File: src/rtl/alu_mac_ctrl_if.sv
// Bus bundle between the host/ALU/X-buffer/result-RAM side and the alu_mac_ctrl sequencer.
// cycle_cnt exists only when CTRL_PERF_CNT_EN is defined.
interface alu_mac_ctrl_if #(
    parameter int DATA_W = 64,
    parameter int RES_W  = 18
);
    logic              start;
    logic              abort;
    logic              busy;
    logic              done;
    logic              in_valid;
    logic [DATA_W-1:0] in_data;
    logic              in_ready;
    logic              buf_load;
    logic [1:0]        buf_row;
    logic [DATA_W-1:0] buf_data;
    logic              buf_rewind;
    logic              alu_en;
    logic [RES_W-1:0]  mu1;
    logic [RES_W-1:0]  mu2;
    logic [RES_W-1:0]  mu3;
    logic [RES_W-1:0]  mu4;
    logic              res_we;
    logic [3:0]        res_addr;
    logic [RES_W-1:0]  res_data;
`ifdef CTRL_PERF_CNT_EN
    logic [15:0]       cycle_cnt;
`endif

    modport slave (
        input  start, abort, in_valid, in_data, mu1, mu2, mu3, mu4,
        output busy, done, in_ready, buf_load, buf_row, buf_data, buf_rewind,
               alu_en, res_we, res_addr, res_data
`ifdef CTRL_PERF_CNT_EN
        , output cycle_cnt
`endif
    );

    modport master (
        output start, abort, in_valid, in_data, mu1, mu2, mu3, mu4,
        input  busy, done, in_ready, buf_load, buf_row, buf_data, buf_rewind,
               alu_en, res_we, res_addr, res_data
`ifdef CTRL_PERF_CNT_EN
        , input cycle_cnt
`endif
    );
endinterface

File: src/rtl/alu_mac_ctrl.sv
// Sequencer for the 4-lane MAC ALU: load 4 X rows, run 4 batches of 8 MAC cycles, serialise 16 results.
// Optional busy-cycle counter output cycle_cnt is enabled by defining CTRL_PERF_CNT_EN.
module alu_mac_ctrl (
    input logic           clk,
    input logic           rst,
    alu_mac_ctrl_if.slave bus
);
    localparam int ROWS    = 4;
    localparam int N_BATCH = 4;
    localparam int MAC_LEN = 8;
    localparam int RES_W   = 18;

    localparam logic [1:0] LAST_ROW   = 2'(ROWS - 1);
    localparam logic [1:0] LAST_BATCH = 2'(N_BATCH - 1);
    localparam logic [2:0] LAST_MAC   = 3'(MAC_LEN - 1);

    localparam logic [2:0] S_IDLE  = 3'd0;
    localparam logic [2:0] S_LOAD  = 3'd1;
    localparam logic [2:0] S_RUN   = 3'd2;
    localparam logic [2:0] S_DRAIN = 3'd3;
    localparam logic [2:0] S_FLUSH = 3'd4;

    logic [2:0]       state_r;
    logic [2:0]       next_state_s;
    logic [1:0]       row_r;
    logic [1:0]       batch_r;
    logic [2:0]       mac_r;
    logic [1:0]       wr_lane_r;
    logic [1:0]       wr_left_r;
    logic [1:0]       wr_batch_r;
    logic [RES_W-1:0] shadow_r [ROWS];

    logic             busy_r;
    logic             done_r;
    logic             in_ready_r;
    logic             buf_load_r;
    logic [1:0]       buf_row_r;
    logic [63:0]      buf_data_r;
    logic             buf_rewind_r;
    logic             alu_en_r;
    logic             res_we_r;
    logic [3:0]       res_addr_r;
    logic [RES_W-1:0] res_data_r;

    logic start_acc_s;
    logic accept_s;
    logic abort_s;
    logic flush_done_s;

    assign start_acc_s  = (state_r == S_IDLE) && bus.start;
    assign accept_s     = (state_r == S_LOAD) && in_ready_r && bus.in_valid;
    assign abort_s      = (state_r != S_IDLE) && bus.abort;
    // The last write of the job is on the bus when the write-out has no lanes left.
    assign flush_done_s = (state_r == S_FLUSH) && res_we_r && (wr_left_r == 2'd0);

    // Next-state decode; abort overrides every other transition.
    always_comb begin
        next_state_s = state_r;
        if (abort_s) begin
            next_state_s = S_IDLE;
        end else begin
            case (state_r)
                S_IDLE:  next_state_s = bus.start ? S_LOAD : S_IDLE;
                S_LOAD:  next_state_s = (accept_s && (row_r == LAST_ROW)) ? S_RUN : S_LOAD;
                S_RUN:   next_state_s = (mac_r == LAST_MAC) ? S_DRAIN : S_RUN;
                S_DRAIN: next_state_s = (batch_r == LAST_BATCH) ? S_FLUSH : S_RUN;
                S_FLUSH: next_state_s = flush_done_s ? S_IDLE : S_FLUSH;
                default: next_state_s = S_IDLE;
            endcase
        end
    end

    // State register and row/MAC/batch counters.
    always_ff @(posedge clk or posedge rst) begin
        if (rst) begin
            state_r <= S_IDLE;
            row_r   <= 2'd0;
            mac_r   <= 3'd0;
            batch_r <= 2'd0;
        end else begin
            state_r <= next_state_s;
            if (start_acc_s) begin
                row_r   <= 2'd0;
                mac_r   <= 3'd0;
                batch_r <= 2'd0;
            end else if (accept_s) begin
                row_r <= row_r + 2'd1;
            end else if (state_r == S_RUN) begin
                mac_r <= (mac_r == LAST_MAC) ? 3'd0 : mac_r + 3'd1;
            end else if (state_r == S_DRAIN) begin
                batch_r <= batch_r + 2'd1;
            end else begin
                row_r <= row_r;
            end
        end
    end

    // Control outputs registered from the upcoming state so they line up with it.
    always_ff @(posedge clk or posedge rst) begin
        if (rst) begin
            busy_r       <= 1'b0;
            done_r       <= 1'b0;
            in_ready_r   <= 1'b0;
            alu_en_r     <= 1'b0;
            buf_rewind_r <= 1'b0;
            buf_load_r   <= 1'b0;
            buf_row_r    <= 2'd0;
            buf_data_r   <= 64'd0;
        end else begin
            busy_r       <= (next_state_s != S_IDLE) || (flush_done_s && !abort_s);
            done_r       <= flush_done_s && !abort_s;
            in_ready_r   <= (next_state_s == S_LOAD);
            alu_en_r     <= (next_state_s == S_RUN);
            buf_rewind_r <= (next_state_s == S_DRAIN);
            buf_load_r   <= accept_s && !abort_s;
            if (accept_s) begin
                buf_row_r  <= row_r;
                buf_data_r <= bus.in_data;
            end else begin
                buf_row_r  <= buf_row_r;
                buf_data_r <= buf_data_r;
            end
        end
    end

    // Shadow capture in DRAIN and the 4-write serial drain; lane 0 comes straight from mu1.
    always_ff @(posedge clk or posedge rst) begin
        if (rst) begin
            for (int i = 0; i < ROWS; i++) begin
                shadow_r[i] <= '0;
            end
            wr_lane_r  <= 2'd0;
            wr_left_r  <= 2'd0;
            wr_batch_r <= 2'd0;
            res_we_r   <= 1'b0;
            res_addr_r <= 4'd0;
            res_data_r <= '0;
        end else if (abort_s) begin
            wr_left_r <= 2'd0;
            res_we_r  <= 1'b0;
        end else if (state_r == S_DRAIN) begin
            shadow_r[0] <= bus.mu1;
            shadow_r[1] <= bus.mu2;
            shadow_r[2] <= bus.mu3;
            shadow_r[3] <= bus.mu4;
            wr_lane_r   <= 2'd1;
            wr_left_r   <= 2'd3;
            wr_batch_r  <= batch_r;
            res_we_r    <= 1'b1;
            res_addr_r  <= {batch_r, 2'd0};
            res_data_r  <= bus.mu1;
        end else if (wr_left_r != 2'd0) begin
            wr_lane_r  <= wr_lane_r + 2'd1;
            wr_left_r  <= wr_left_r - 2'd1;
            res_we_r   <= 1'b1;
            res_addr_r <= {wr_batch_r, wr_lane_r};
            res_data_r <= shadow_r[wr_lane_r];
        end else begin
            res_we_r <= 1'b0;
        end
    end

`ifdef CTRL_PERF_CNT_EN
    logic [15:0] cycle_cnt_r;

    // Busy-cycle counter: cleared on start acceptance, saturating, held while idle.
    always_ff @(posedge clk or posedge rst) begin
        if (rst) begin
            cycle_cnt_r <= 16'd0;
        end else if (start_acc_s) begin
            cycle_cnt_r <= 16'd0;
        end else if (busy_r && (cycle_cnt_r != 16'hFFFF)) begin
            cycle_cnt_r <= cycle_cnt_r + 16'd1;
        end else begin
            cycle_cnt_r <= cycle_cnt_r;
        end
    end

    assign bus.cycle_cnt = cycle_cnt_r;
`endif

    assign bus.busy       = busy_r;
    assign bus.done       = done_r;
    assign bus.in_ready   = in_ready_r;
    assign bus.buf_load   = buf_load_r;
    assign bus.buf_row    = buf_row_r;
    assign bus.buf_data   = buf_data_r;
    assign bus.buf_rewind = buf_rewind_r;
    assign bus.alu_en     = alu_en_r;
    assign bus.res_we     = res_we_r;
    assign bus.res_addr   = res_addr_r;
    assign bus.res_data   = res_data_r;
endmodule
File: src/flat_wrapper.sv
// flat-port wrapper written by rule: the top's interface ports become plain ports
module alu_mac_ctrl_flat 
  (clk, rst, bus_start, bus_abort, bus_in_valid, bus_in_data, bus_mu1, bus_mu2, bus_mu3, bus_mu4, bus_busy, bus_done, bus_in_ready, bus_buf_load, bus_buf_row, bus_buf_data, bus_buf_rewind, bus_alu_en, bus_res_we, bus_res_addr, bus_res_data);
  alu_mac_ctrl_if bus_i ();
  input logic clk;
  input logic rst;
  input wire logic [$bits(bus_i.start)-1:0] bus_start;
  input wire logic [$bits(bus_i.abort)-1:0] bus_abort;
  input wire logic [$bits(bus_i.in_valid)-1:0] bus_in_valid;
  input wire logic [$bits(bus_i.in_data)-1:0] bus_in_data;
  input wire logic [$bits(bus_i.mu1)-1:0] bus_mu1;
  input wire logic [$bits(bus_i.mu2)-1:0] bus_mu2;
  input wire logic [$bits(bus_i.mu3)-1:0] bus_mu3;
  input wire logic [$bits(bus_i.mu4)-1:0] bus_mu4;
  output wire logic [$bits(bus_i.busy)-1:0] bus_busy;
  output wire logic [$bits(bus_i.done)-1:0] bus_done;
  output wire logic [$bits(bus_i.in_ready)-1:0] bus_in_ready;
  output wire logic [$bits(bus_i.buf_load)-1:0] bus_buf_load;
  output wire logic [$bits(bus_i.buf_row)-1:0] bus_buf_row;
  output wire logic [$bits(bus_i.buf_data)-1:0] bus_buf_data;
  output wire logic [$bits(bus_i.buf_rewind)-1:0] bus_buf_rewind;
  output wire logic [$bits(bus_i.alu_en)-1:0] bus_alu_en;
  output wire logic [$bits(bus_i.res_we)-1:0] bus_res_we;
  output wire logic [$bits(bus_i.res_addr)-1:0] bus_res_addr;
  output wire logic [$bits(bus_i.res_data)-1:0] bus_res_data;
  assign bus_i.start = bus_start;
  assign bus_i.abort = bus_abort;
  assign bus_i.in_valid = bus_in_valid;
  assign bus_i.in_data = bus_in_data;
  assign bus_i.mu1 = bus_mu1;
  assign bus_i.mu2 = bus_mu2;
  assign bus_i.mu3 = bus_mu3;
  assign bus_i.mu4 = bus_mu4;
  assign bus_busy = bus_i.busy;
  assign bus_done = bus_i.done;
  assign bus_in_ready = bus_i.in_ready;
  assign bus_buf_load = bus_i.buf_load;
  assign bus_buf_row = bus_i.buf_row;
  assign bus_buf_data = bus_i.buf_data;
  assign bus_buf_rewind = bus_i.buf_rewind;
  assign bus_alu_en = bus_i.alu_en;
  assign bus_res_we = bus_i.res_we;
  assign bus_res_addr = bus_i.res_addr;
  assign bus_res_data = bus_i.res_data;
  alu_mac_ctrl u_core (.clk(clk), .rst(rst), .bus(bus_i));
endmodule
File: config.mk
export PLATFORM = sky130hd
export DESIGN_NAME = alu_mac_ctrl_flat
export DESIGN_NICKNAME = d
export VERILOG_FILES = /design/src/rtl/alu_mac_ctrl_if.sv /design/src/rtl/alu_mac_ctrl.sv /design/src/flat_wrapper.sv
export SDC_FILE = /design/constraint.sdc
export NUM_CORES = 1
export LEC_CHECK = 0
export BUFFER_PORTS_ARGS = -buffer_cell sky130_fd_sc_hd__buf_2
export CAP_MARGIN = 0
export CELL_PAD_IN_SITES_DETAIL_PLACEMENT = 1
export CELL_PAD_IN_SITES_GLOBAL_PLACEMENT = 1
export CORE_UTILIZATION = 44
export CTS_CLUSTER_SIZE = 24
export DETAILED_ROUTE_END_ITERATION = 7
export PLACE_DENSITY_LB_ADDON = 0.1
export SYNTH_ARGS = -nofsm -noshare
export SYNTH_HDL_FRONTEND = slang
export SYNTH_SLANG_ARGS = --single-unit
File: constraint.sdc
create_clock -name clk -period 11.9 [get_ports clk]
set_input_delay 0 -clock clk [delete_from_list [all_inputs] [get_ports clk]]
set_output_delay 0 -clock clk [all_outputs]
set_load 0.05 [all_outputs]
* Yosys cells after proc, flatten, opt, wreduce, memory -nomap -nowiden
Cells that the tools add are included.
** Storage, ports and cells
- Register bits after elaboration :: 183
- Input bits :: 141
- Output and inout port bits :: 95
- Word-level logic and storage cells :: 99
** Operators by class
- Add/subtract/negate cells :: 5
- $lt $le $gt $ge :: 1
- Equality and inequality tests :: 12
- Muxes and demuxes :: 32
- Bitwise logic cells :: 2
- Reductions and logical operators :: 25
** Operators with widths (count)
- 18-bit two-way mux :: 4
- 18-bit binary-select mux with 2-bit select :: 1
- 2-bit two-way mux :: 12
- 3-bit two-way mux :: 7
- 3-bit one-hot mux with 5 select lines :: 1
- 3-bit by 2-bit equality test with 1-bit output (second input constant) :: 4
- 2-bit nonzero test :: 5
- 1-bit logical AND :: 9
- 3-bit nonzero test :: 3
- 4-bit two-way mux :: 2
- 2-bit by 1-bit adder with 2-bit output (second input constant) :: 3
- 3-bit by 1-bit equality test with 1-bit output (second input constant) :: 2
- 3-bit equality test (second input constant) :: 2
- 2-bit AND reduction :: 3
- 1-bit two-way mux :: 5
- 2-bit equality test (second input constant) :: 2
- 2-bit by 1-bit inequality test with 1-bit output (second input constant) :: 2
- 3-bit by 1-bit adder with 3-bit output (second input constant) :: 1
- 3-bit greater-or-equal comparator (second input constant) :: 1
- 3-bit logical NOT :: 1
- 2-bit NOT with 3-bit output :: 1
- 3-bit AND reduction :: 1
- 2-bit logical NOT :: 1
- 2-bit by 1-bit subtractor with 2-bit output (second input constant) :: 1
- other kinds (3) :: 3

* Depth between registers and ports, before layout
Gate-level depths: netlist of run 1.
- Depth after elaboration :: 9
- Depth in mapped cells :: 7

* Least setup slack after synthesis of run 1
Ideal clock, no wire load.
- Kind :: register -> register
- From :: register u_core.in_ready_r (netlist: u_core.bus.in_ready)
- To :: register u_core.buf_data_r[10] (netlist: u_core.bus.buf_data[10])
- Arrival time :: 1700 ps
- Slack :: 10076 ps
- Cell stages (with the launch flop) :: 6
- Buffers on the path :: 2
- Clock period less this slack :: 1824 ps
- Cells stage by stage :: dfrtp_1 > nand3_2 > nor3_2 > buf_4 > buf_4 > mux2_2
** Between the ends
- Cells in the longest elaborated chain, start to end :: 2
** Ends and longest elaborated chain
- start: declaration :: RTL line alu_mac_ctrl.sv:35 : logic in_ready_r;
- start signal: assignment :: RTL line alu_mac_ctrl.sv:112 : in_ready_r <= (next_state_s == S_LOAD);
- 1-bit logical AND (2 in series) :: RTL line alu_mac_ctrl.sv:51 : assign accept_s = (state_r == S_LOAD) && in_ready_r && bus.in_valid;
- end signal: assignment :: RTL line alu_mac_ctrl.sv:118 : buf_data_r <= bus.in_data;
- end signal: assignment :: RTL line alu_mac_ctrl.sv:121 : buf_data_r <= buf_data_r;
- end: declaration :: RTL line alu_mac_ctrl.sv:38 : logic [63:0] buf_data_r;
Every way passes these cells.
A chain may end at the register's enable or synchronous reset.

* Worst setup path after layout of run 1
- From :: register u_core.state_r[1]
- To :: register u_core.wr_lane_r[1]
** Between the ends
- Cells in the longest elaborated chain, start to end :: 4
- Elaborated cells on any way between the ends :: 7
- Classes of those cells :: 1 x eq/ne; 1 x mux; 1 x bitwise; 4 x reduce/logical
** Ends and longest elaborated chain
- start: declaration :: RTL line alu_mac_ctrl.sv:23 : logic [2:0] state_r;
- start signal: assignment :: RTL line alu_mac_ctrl.sv:81 : state_r <= next_state_s;
- branches (longest 4 deep; another with 3-bit by 2-bit equality test with 1-bit output)
- end signal: assignment :: RTL line alu_mac_ctrl.sv:153 : wr_lane_r <= wr_lane_r + 2'd1;
- end: declaration :: RTL line alu_mac_ctrl.sv:28 : logic [1:0] wr_lane_r;
Parallel ways; which one is timed is not known.

==> run_results.csv, run 1 <==
group,metric,value,unit
place,place_congestion,0.7631,
timing,min_period,3041,ps
place,portBuffers,235,
clock_tree,cts_inserted_buffers,17,
critical_path,cp-end-kind,"flip-flop",
timing,finalCritPeriodShare,25.56,%
place,place_area,8930,sq um
critical_path,crit_type,"reg -> reg",
floorplanning,die_h,133.5,microns
drt,ant_nets,0,
min_path,hold_class,"in -> reg",
synthesis,seq_area_frac_synth,60.15,%
critical_path,cp_max_fo,76,
clock_tree,ctsHtreeMaxLevel,4,
power_and_ir_drop,leakage,5.280,nW
finish,area_delta_synth_final,43.63,%
floorplanning,die-area,17830,sq um
grt,grt_pass1_wl,34810,microns
synthesis,synth-edff-count,0,
finish,drive_gt1_share,47.48,%
synthesis,ys_top_cells_by_area,"dfrtp_1 60%, mux2_2 21%, mux4_2 5.3%",
timing,setup_slack,8859,ps
drt,first_iter_violations,163,
synthesis,avgSynthCellArea,14.18,sq um
synthesis,postSynth.asyncResetShare,100.0,%
drt,num_vias,5663,
timing,worst_slew_pin_slew,1170,ps
timing,setup_violations,0,
grt,grt_pass1_vias,6577,
critical_path,cp-start-kind,"flip-flop",
critical_path,reg2reg_from,"u_core.state_r[1]",
drt,drc,0,
grt,grt_start_max_net_pins,123,
min_path,min_to,"u_core.shadow_r[25]",
synthesis,synthCells,537,
power_and_ir_drop,power_density,224.9,nW/um^2
clock_tree,cts_tree,"done",
floorplanning,core_area,16760,sq um
synthesis,ys.warnings.count,0,
synthesis,yosys.area.top_type_share,60.15,%
timing,timing.hold.ws,335.6,ps
min_path,hp-start,"bus_mu3[7]",
timing,finalClockSkew,7.886,ps
floorplanning,top_level_ports,236,
timing,drv_slew,0,
grt,grt_usage,25.52,%
floorplanning,die_x,133.5,microns
finish,final_cell_area,10940,sq um
drt,firstDrtPassIters,4,
timing,fmax,328.8,MHz
finish,final_cell_mix,"235 x buf_2, 183 x dfrtp_1, 140 x mux2_2, 140 x dlygate4sd3_1, 45 x nand2_1",
critical_path,crit_required,12230,ps
power_and_ir_drop,ir_drop,128.2,uV
drt,vias_per_cell,4.989,
run,cap_violations,0,
synthesis,ys_ff_latch,183,
grt,antenna_found_initial,1,
synthesis,synth_cell_types,39,
status,status,"finished, final reports clean",
finish,nFillCells,1682,
timing,fin_tns_setup,0,ps
grt,overflow,0,
drt,wl,21350,microns
timing,final_hold_viol_count,0,
clock_tree,path_clk_slew,70,ps
critical_path,arrival,3370,ps
clock_tree,cts_setup_buffers,0,
synthesis,netlist_area,7614,sq um
critical_path,reg2reg_slack,8860,ps
synthesis,ys.flop_type,"dfrtp_1",
clock_tree,clkSinkCount,183,
finish,fin_nets,1047,
timing,slew_headroom,21.98,%
place,dp_slack,8805,ps
power_and_ir_drop,p_total,2.460,mW
finish,final_common_cell,"buf_2",
drt,wl_per_cell,18.81,microns
clock_tree,clockRootBuffer,"clkbuf_16",
floorplanning,num_rows,47,
synthesis,synth_top_cell_by_area,"dfrtp_1",
clock_tree,clockBufferDepth,2,
timing,rsz0062_at_grt,"false",
clock_tree,cts_resized,0,
critical_path,worstReg2RegEnd,"u_core.wr_lane_r[1]",
synthesis,syn-num-nets,683,
floorplanning,start_util,45.43,%
min_path,whs_path_depth,3,
place,hpwl,12140,microns
clock_tree,clock_latency,420,ps
critical_path,rr_worst_depth,4,
## layout make-up
cell class	instances	area [sq um]	area share, %
antenna	1	2.502	0.02288
inverter	8	35.03	0.3204
sequential	183	4579	41.88
clock inverter	11	121.4	1.110
timing repair buffer	378	2600	23.78
multi-input combinational	313	2841	25.98
clock buffer	21	480.5	4.394
tap	220	275.3	2.517
## sequential cells by signal (all words and copies together), names as in the netlist
register and flops:
u_core.mac_r 3, u_core.wr_lane_r 2, u_core.row_r 2, u_core.bus.buf_load 1, u_core.wr_left_r 2, u_core.bus.res_data 18
u_core.bus.res_addr 4, u_core.bus.buf_row 2, u_core.bus.buf_rewind 1, u_core.bus.done 1, u_core.batch_r 2, u_core.shadow_r 72
u_core.bus.res_we 1, u_core.bus.in_ready 1, u_core.wr_batch_r 2, u_core.state_r 3, u_core.bus.buf_data 64, u_core.bus.alu_en 1
u_core.bus.busy 1
## worst max-delay path, stage by stage, from the launching register on
cell and delay [ps]:
dfrtp_1 740, and4bb_4 1080, o21bai_4 610, nand3_1 270, mux2i_1 210
## metal layers
| metal | up-vias | GRT usage [%] | share of wire (%) |
|---|---|---|---|
| li1 | 2631 | - | - |
| met1 | 2848 | 28.95 | 39 |
| met2 | 156 | 47.37 | 55 |
| met3 | 28 | 5.479 | 3.9 |
| met4 | 0 | 8.396 | 1.9 |
| met5 | - | 0 | 0 |
## worst max-delay path by stage
stage,slack (ps),cells past startpoint,end,startpoint
2_1_floorplan,6930,1,u_core.batch_r[0],rst
3_3_place_gp,8980,4,u_core.wr_lane_r[0],u_core.state_r[1]
3_5_place_dp,8810,4,u_core.wr_lane_r[1],u_core.state_r[1]
4_1_cts,8790,4,u_core.wr_lane_r[1],u_core.state_r[1]
5_1_grt,8550,4,u_core.wr_lane_r[1],u_core.state_r[1]
6_report,8860,4,u_core.wr_lane_r[1],u_core.state_r[1]
## cell families (layout without fill, tap and decap cells)
| kind of cell | count (synthesis) | count (layout) | share of synthesized area [%] |
|---|---|---|---|
| flip-flops | 183 | 183 | 60.15 |
| AND/OR/NAND/NOR | 98 | 98 | 5.522 |
| adder cells (fa/ha/maj) | 5 | 5 | 0.8217 |
| buffers and inverters | 41 | 418 | 2.843 |
| other | 0 | 1 | 0 |
| XOR/XNOR | 2 | 2 | 0.2301 |
| multiplexers | 161 | 161 | 26.43 |
| AO/OA/AOI/OAI | 47 | 47 | 4.010 |
## where the power goes
group | internal (mW) | switching, mW
sequential | 0.775 | 0.109
clock | 0.331 | 0.236
combinational | 0.294 | 0.716
total | 1.40 | 1.06
## per-stage QoR
| step | util [%] | instances |
|---|---|---|
| after floorplan | - | 537 |
| after global placement | 53.28 | 962 |
| after detailed placement | 53.28 | 962 |
| after CTS | 65.23 | 1134 |
| after global routing | 65.25 | 1135 |
| final | 65.25 | 1135 |
## repair_timing
action,in CTS,in global routing
hold endpoints to repair,279,0
setup endpoints to repair,0,0
hold buffers,140,0
## cell usage after synthesis (2+ instances only)
cell      count
a211oi_1      2
mux4_2       18
clkbuf_1      7
o21bai_1      2
a31oi_1      21
mux2i_1       3
nand2_1      45
dfrtp_1     183
mux2_2      140
buf_6         2
inv_1         8
buf_1         2
o21a_1        2
ha_1          5
buf_2        14
buf_4         8
nand3_1       4
nor4_1        2
a21oi_1       7
a32o_1        3
o21ai_0       5
nor2_1       37
Power figures use the tool's default switching activity.
==> run 2: changes to the inputs <==
- CORE_UTILIZATION: 44 -> 37
- clock period: 11.9 -> 2.7 ns (I/O delays scaled with it)
==> run 2 against run 1 <==
Cell count is 5.3% higher. Via count is 0.28% higher. Non-clock buffer count is 11 higher. Highest routed layer unchanged.
==> run_results.csv, run 2 (same netlist as run 1, synthesis figures left out) <==
group,metric,value,unit
clock_tree,ctsHtreeMaxLevel,4,
clock_tree,path_clk_slew,70,ps
run,cap_violations,0,
floorplanning,top_level_ports,236,
power_and_ir_drop,combPwrFrac,41.2,%
critical_path,crit_chain,"and4bb_4 -> o21bai_4 -> buf_4 -> nor2_1 -> a31oi_1",
floorplanning,num_rows,52,
timing,worst_slew_pin_slew,803.0,ps
timing,setup_violations,0,
status,status,"finished, final reports clean",
drt,wl,20150,microns
place,place_congestion,0.7745,
min_path,whs_path_depth,3,
clock_tree,clock_latency,430,ps
critical_path,arrival,2460,ps
clock_tree,clkSinkCount,183,
finish,post-route-util,55.11,%
drt,wl_per_cell,16.87,microns
critical_path,worst-path-stages,5,
timing,fin_tns_setup,0,ps
grt,grt_usage,19.94,%
critical_path,crit_type,"reg -> reg",
floorplanning,start_util,37.63,%
drt,route.layer.met1.wl,8424,microns
drt,num_vias,5679,
finish,area_delta_synth_final,46.46,%
finish,final_common_cell,"buf_2",
floorplanning,core_area,20230,sq um
drt,ant_nets,0,
clock_tree,cts_tree,"done",
finish,drive_gt1_share,48.11,%
power_and_ir_drop,leakage,5.357,nW
finish,fin_nets,1058,
drt,first_iter_violations,189,
clock_tree,clockBufferDepth,2,
grt,antenna_found_initial,0,
grt,grt_start_max_net_pins,69,
power_and_ir_drop,switchingPower,4.686,mW
finish,diodes,0,
critical_path,cpMaxStageDelayCell,"dfrtp_1",
critical_path,worst-path-buf-inv,1,
finish,largest_reg_flops,72,
critical_path,cpPeakStageDelay,650,ps
place,portBuffers,235,
timing,finalClockSkew,11.76,ps
grt,overflow,0,
critical_path,crit_required,3050,ps
critical_path,cp-end-kind,"flip-flop",
timing,slew_headroom,46.47,%
floorplanning,die_x,145.4,microns
power_and_ir_drop,ir_drop,491.2,uV
critical_path,cp-start-kind,"flip-flop",
timing,finalCritPeriodShare,78.09,%
timing,final_hold_viol_count,0,
timing,min_period,2108,ps
drt,firstDrtPassIters,4,
timing,fmax,474.3,MHz
finish,final_cell_mix,"235 x buf_2, 183 x dfrtp_1, 140 x mux2_2, 140 x dlygate4sd3_1, 45 x nand2_1",
min_path,hold_class,"in -> reg",
critical_path,cp_max_fo,23,
critical_path,cp_top_family,"flip-flops",
grt,grt_pass1_wl,33380,microns
critical_path,rr_worst_depth,5,
power_and_ir_drop,p_int,6.281,mW
clock_tree,cts_inserted_buffers,17,
power_and_ir_drop,power.share.sequential,34.7,%
place,hpwl,12670,microns
finish,nFillCells,2057,
power_and_ir_drop,p_sw_share,42.73,%
drt,dr.max_layer_used,"met4",
timing,rsz0062_at_grt,"false",
drt,drc,0,
grt,grt_pass1_vias,6449,
power_and_ir_drop,power_density,983.5,nW/um^2
clock_tree,cts_resized,0,
drt,routed-wl-met2,10520,microns
power_and_ir_drop,pwr-share-clk,24.1,%
drt,vias_per_cell,4.752,
floorplanning,die-area,21150,sq um
drt,wl_met3,921,microns
finish,largest_register,"u_core.shadow_r",
floorplanning,die_h,145.4,microns
clock_tree,clockRootBuffer,"clkbuf_16",
timing,drv_slew,0,
-- run 2: path summary, 6_finish.rpt --
| path | slack, ps | to | startpoint |
|---|---|---|---|
| setup / recovery | 590 | u_core.bus.res_data[3] | u_core.state_r[0] |
| hold / removal | 330 | u_core.shadow_r[25] | bus_mu3[7] |
| setup reg to reg | 590 | u_core.bus.res_data[3] | u_core.state_r[0] |
| hold reg to reg | 500 | u_core.bus.buf_data[28] | u_core.bus.buf_data[28] |
| max in group asynchronous | 1750 | u_core.shadow_r[36] | rst |
| min in group asynchronous | 410 | u_core.bus.res_data[4] | rst |
-- run 2: metrics by stage --
step	setup slack [ps]	hold WS, ps	instance area, sq um	total power, mW	cells
final	591.6	330.1	11150	10.97	1195
after CTS	550.7	307.2	11150	11.09	1195
after detailed placement	579.8	236.8	9124	8.241	1023
after global placement	675.9	232.3	9124	8.129	1023
after floorplan	349.5	66.41	7617	7.060	537
after global routing	387.5	327.3	11150	11.52	1195
-- run 2: per-layer routing --
layer | vias up | GRT usage (%)
met1 | 2833 | 23.63
met4 | 0 | 6.000
met3 | 19 | 4.890
met2 | 162 | 35.67
met5 | - | 0
li1 | 2665 | -
-- run 2: power groups by stage --
| stage | registers (mW) | logic (mW) | clock network [mW] |
|---|---|---|---|
| finish | 3.80 | 4.52 | 2.64 |
| global route | 3.90 | 4.77 | 2.85 |
| CTS | 3.81 | 4.55 | 2.73 |
| detailed placement | 3.86 | 4.38 | 0 |
| global placement | 3.81 | 4.32 | 0 |
| floorplan | 5.87 | 1.19 | 0 |
-- run 2: final cells by class --
class                   instances  area (sq um)  area share (%)
clock buffers                  18         439.2           3.939
clock inverters                14         186.4           1.672
inverters                       8         33.78          0.3030
multi-input cells             313          2841           25.48
flip-flops and latches        183          4579           41.07
well taps                     270         337.8           3.030
repair buffers                389          2733           24.51
-- run 2: timing repair --
| action | in CTS | in global routing |
|---|---|---|
| hold buffers | 140 | 0 |
| setup buffers | 0 | 0 |
| endpoints found under the hold margin | 345 | 0 |
-- run 2: worst register-to-register path: stages (launching register included) --
cell and delay (ps):
dfrtp_1 650, and4bb_4 580, o21bai_4 320, buf_4 280, nor2_1 70, a31oi_1 140
==> run 3: changes to the inputs <==
- CORE_UTILIZATION: 37 -> 41
- clock period: 2.7 -> 2 ns (I/O delays scaled with it)
==> run 3 against run 2 <==
Largest cell class unchanged. Highest routed layer unchanged. Critical path depth fell by 2. Routed wire length up 6.5%. The flow now finishes with violations (DRC). Clock skew decreased by 2.0 ps. Cell count fell by 2.9%. Combinational power rose by 37%. Sequential share of layout area barely moved. Largest power group unchanged. Power is 34% higher. Sequential power increased by 34%. Utilization rose by 6.5 points. Flip-flop and latch count did not move. Fmax grew 17%. Non-clock buffer count is 6 higher.
==> run_results.csv, run 3 (same netlist as run 1, synthesis figures left out) <==
group,metric,value,unit
critical_path,reg2reg_from,"u_core.state_r[2]",
finish,area_delta_synth_final,46.36,%
place,hpwl,13160,microns
place,dp_slack,125.7,ps
critical_path,worstReg2RegEnd,"u_core.shadow_r[2]",
timing,rsz0062_at_grt,"false",
power_and_ir_drop,leakage,5.403,nW
drt,wl_per_cell,18.51,microns
critical_path,cp-end-kind,"flip-flop",
min_path,hold_class,"in -> async",
critical_path,crit_required,2310,ps
finish,diodes,0,
timing,fin_tns_setup,0,ps
critical_path,reg2reg_slack,190,ps
finish,final_cell_mix,"235 x buf_2, 183 x dfrtp_1, 140 x mux2_2, 140 x dlygate4sd3_1, 45 x nand2_1",
timing,worst_slew_pin_slew,588.0,ps
floorplanning,start_util,42.10,%
critical_path,crit_chain,"and4bb_4 -> buf_4 -> mux2_2",
timing,final_hold_viol_count,0,
status,violations,"DRC",
floorplanning,die_x,138.3,microns
critical_path,cpMaxStageDelayCell,"dfrtp_1",
clock_tree,cts_setup_buffers,0,
timing,setup_slack,192.1,ps
floorplanning,num_rows,49,
floorplanning,die_h,138.3,microns
finish,largest_reg_flops,72,
clock_tree,clockRootBuffer,"clkbuf_16",
timing,slew_headroom,60.72,%
timing,drv_slew,0,
grt,grt_pass1_wl,35490,microns
timing,finalClockSkew,9.802,ps
critical_path,rr_worst_depth,3,
drt,first_iter_violations,230,
timing,setup_violations,0,
timing,timing.hold.ws,218.3,ps
place,portBuffers,235,
finish,drive_gt1_share,48.44,%
finish,largest_register,"u_core.shadow_r",
grt,grt_start_max_net_pins,53,
clock_tree,path_clk_slew,70,ps
drt,firstDrtPassIters,6,
run,cap_violations,0,
drt,wl,21470,microns
timing,fmax,553.1,MHz
critical_path,arrival,2120,ps
timing,min_period,1808,ps
grt,grt_pass1_vias,6690,
critical_path,crit_type,"reg -> reg",
critical_path,cpPeakStageDelay,550,ps
drt,num_vias,5837,
clock_tree,clockBufferDepth,2,
clock_tree,clock_latency,430,ps
clock_tree,cts_tree,"done",
timing,finalCritPeriodShare,90.39,%
drt,drc,40,
floorplanning,core_area,18090,sq um
grt,grt_usage,23.85,%
drt,vias_per_cell,5.032,
critical_path,cp-start-kind,"flip-flop",
drt,ant_nets,0,
clock_tree,cts_inserted_buffers,17,
power_and_ir_drop,power_density,1322,nW/um^2
finish,final_common_cell,"buf_2",
power_and_ir_drop,ir_drop,603.5,uV
floorplanning,die-area,19120,sq um
place,place_congestion,0.7691,
clock_tree,clkSinkCount,183,
clock_tree,ctsHtreeMaxLevel,4,
floorplanning,top_level_ports,236,
finish,fin_nets,1064,
critical_path,cp_max_fo,25,
power_and_ir_drop,p_total,14.74,mW
status,status,"complete, but fails checks",
grt,antenna_found_initial,0,
grt,overflow,0,
## run 3: worst max-delay path by stage
stage                       from                       to  cells after the start
3_5_place_dp   u_core.state_r[1]   u_core.bus.res_data[9]                      5
6_report       u_core.state_r[2]       u_core.shadow_r[2]                      3
5_1_grt        u_core.state_r[0]  u_core.bus.buf_data[52]                      4
4_1_cts        u_core.state_r[1]  u_core.bus.res_data[15]                      5
3_3_place_gp   u_core.state_r[1]  u_core.bus.res_data[16]                      5
2_1_floorplan                rst        u_core.batch_r[0]                      1
## run 3: cell type report
| class | count | area [sq um] |
|---|---|---|
| timing repair buffer | 395 | 2803 |
| clock buffer | 22 | 484.2 |
| fill | 1858 | 6943 |
| sequential | 183 | 4579 |
| inverter | 8 | 33.78 |
| multi-input combinational | 313 | 2841 |
| tap | 229 | 286.5 |
| clock inverter | 10 | 115.1 |
## run 3: where the power goes
| group | internal (mW) | switching (mW) |
|---|---|---|
| Clock | 1.99 | 1.45 |
| Sequential | 4.61 | 0.484 |
| Combinational | 1.85 | 4.36 |
## run 3: what timing repair did
action | in CTS | in global routing
setup endpoints to repair | 0 | 1
gates resized for setup | 0 | 1
hold buffers | 140 | 0
hold endpoints to repair | 180 | 0
## run 3: worst max-delay path, delay by kind of cell (launching register included)
kind,cells,cell delay [ps]
flops,1,550
simple gates,1,430
mux,1,390
buf+inv,1,320
## run 3: stage by stage
| step | area (sq um) | utilization [%] | cells |
|---|---|---|---|
| after floorplan | 7617 | - | 537 |
| after global placement | 9143 | 50.55 | 988 |
| after detailed placement | 9143 | 50.55 | 988 |
| after CTS | 11140 | 61.61 | 1160 |
| after global routing | 11140 | 61.61 | 1160 |
| final | 11140 | 61.61 | 1160 |
## run 3: routing by layer
| layer | GRT usage, % | vias to the layer above | share of wire (%) |
|---|---|---|---|
| met5 | 0 | - | 0 |
| met4 | 8.752 | 0 | 2.2 |
| met3 | 4.815 | 37 | 4.5 |
| met1 | 27.12 | 2953 | 39 |
| li1 | - | 2670 | - |
| met2 | 44.23 | 177 | 54 |
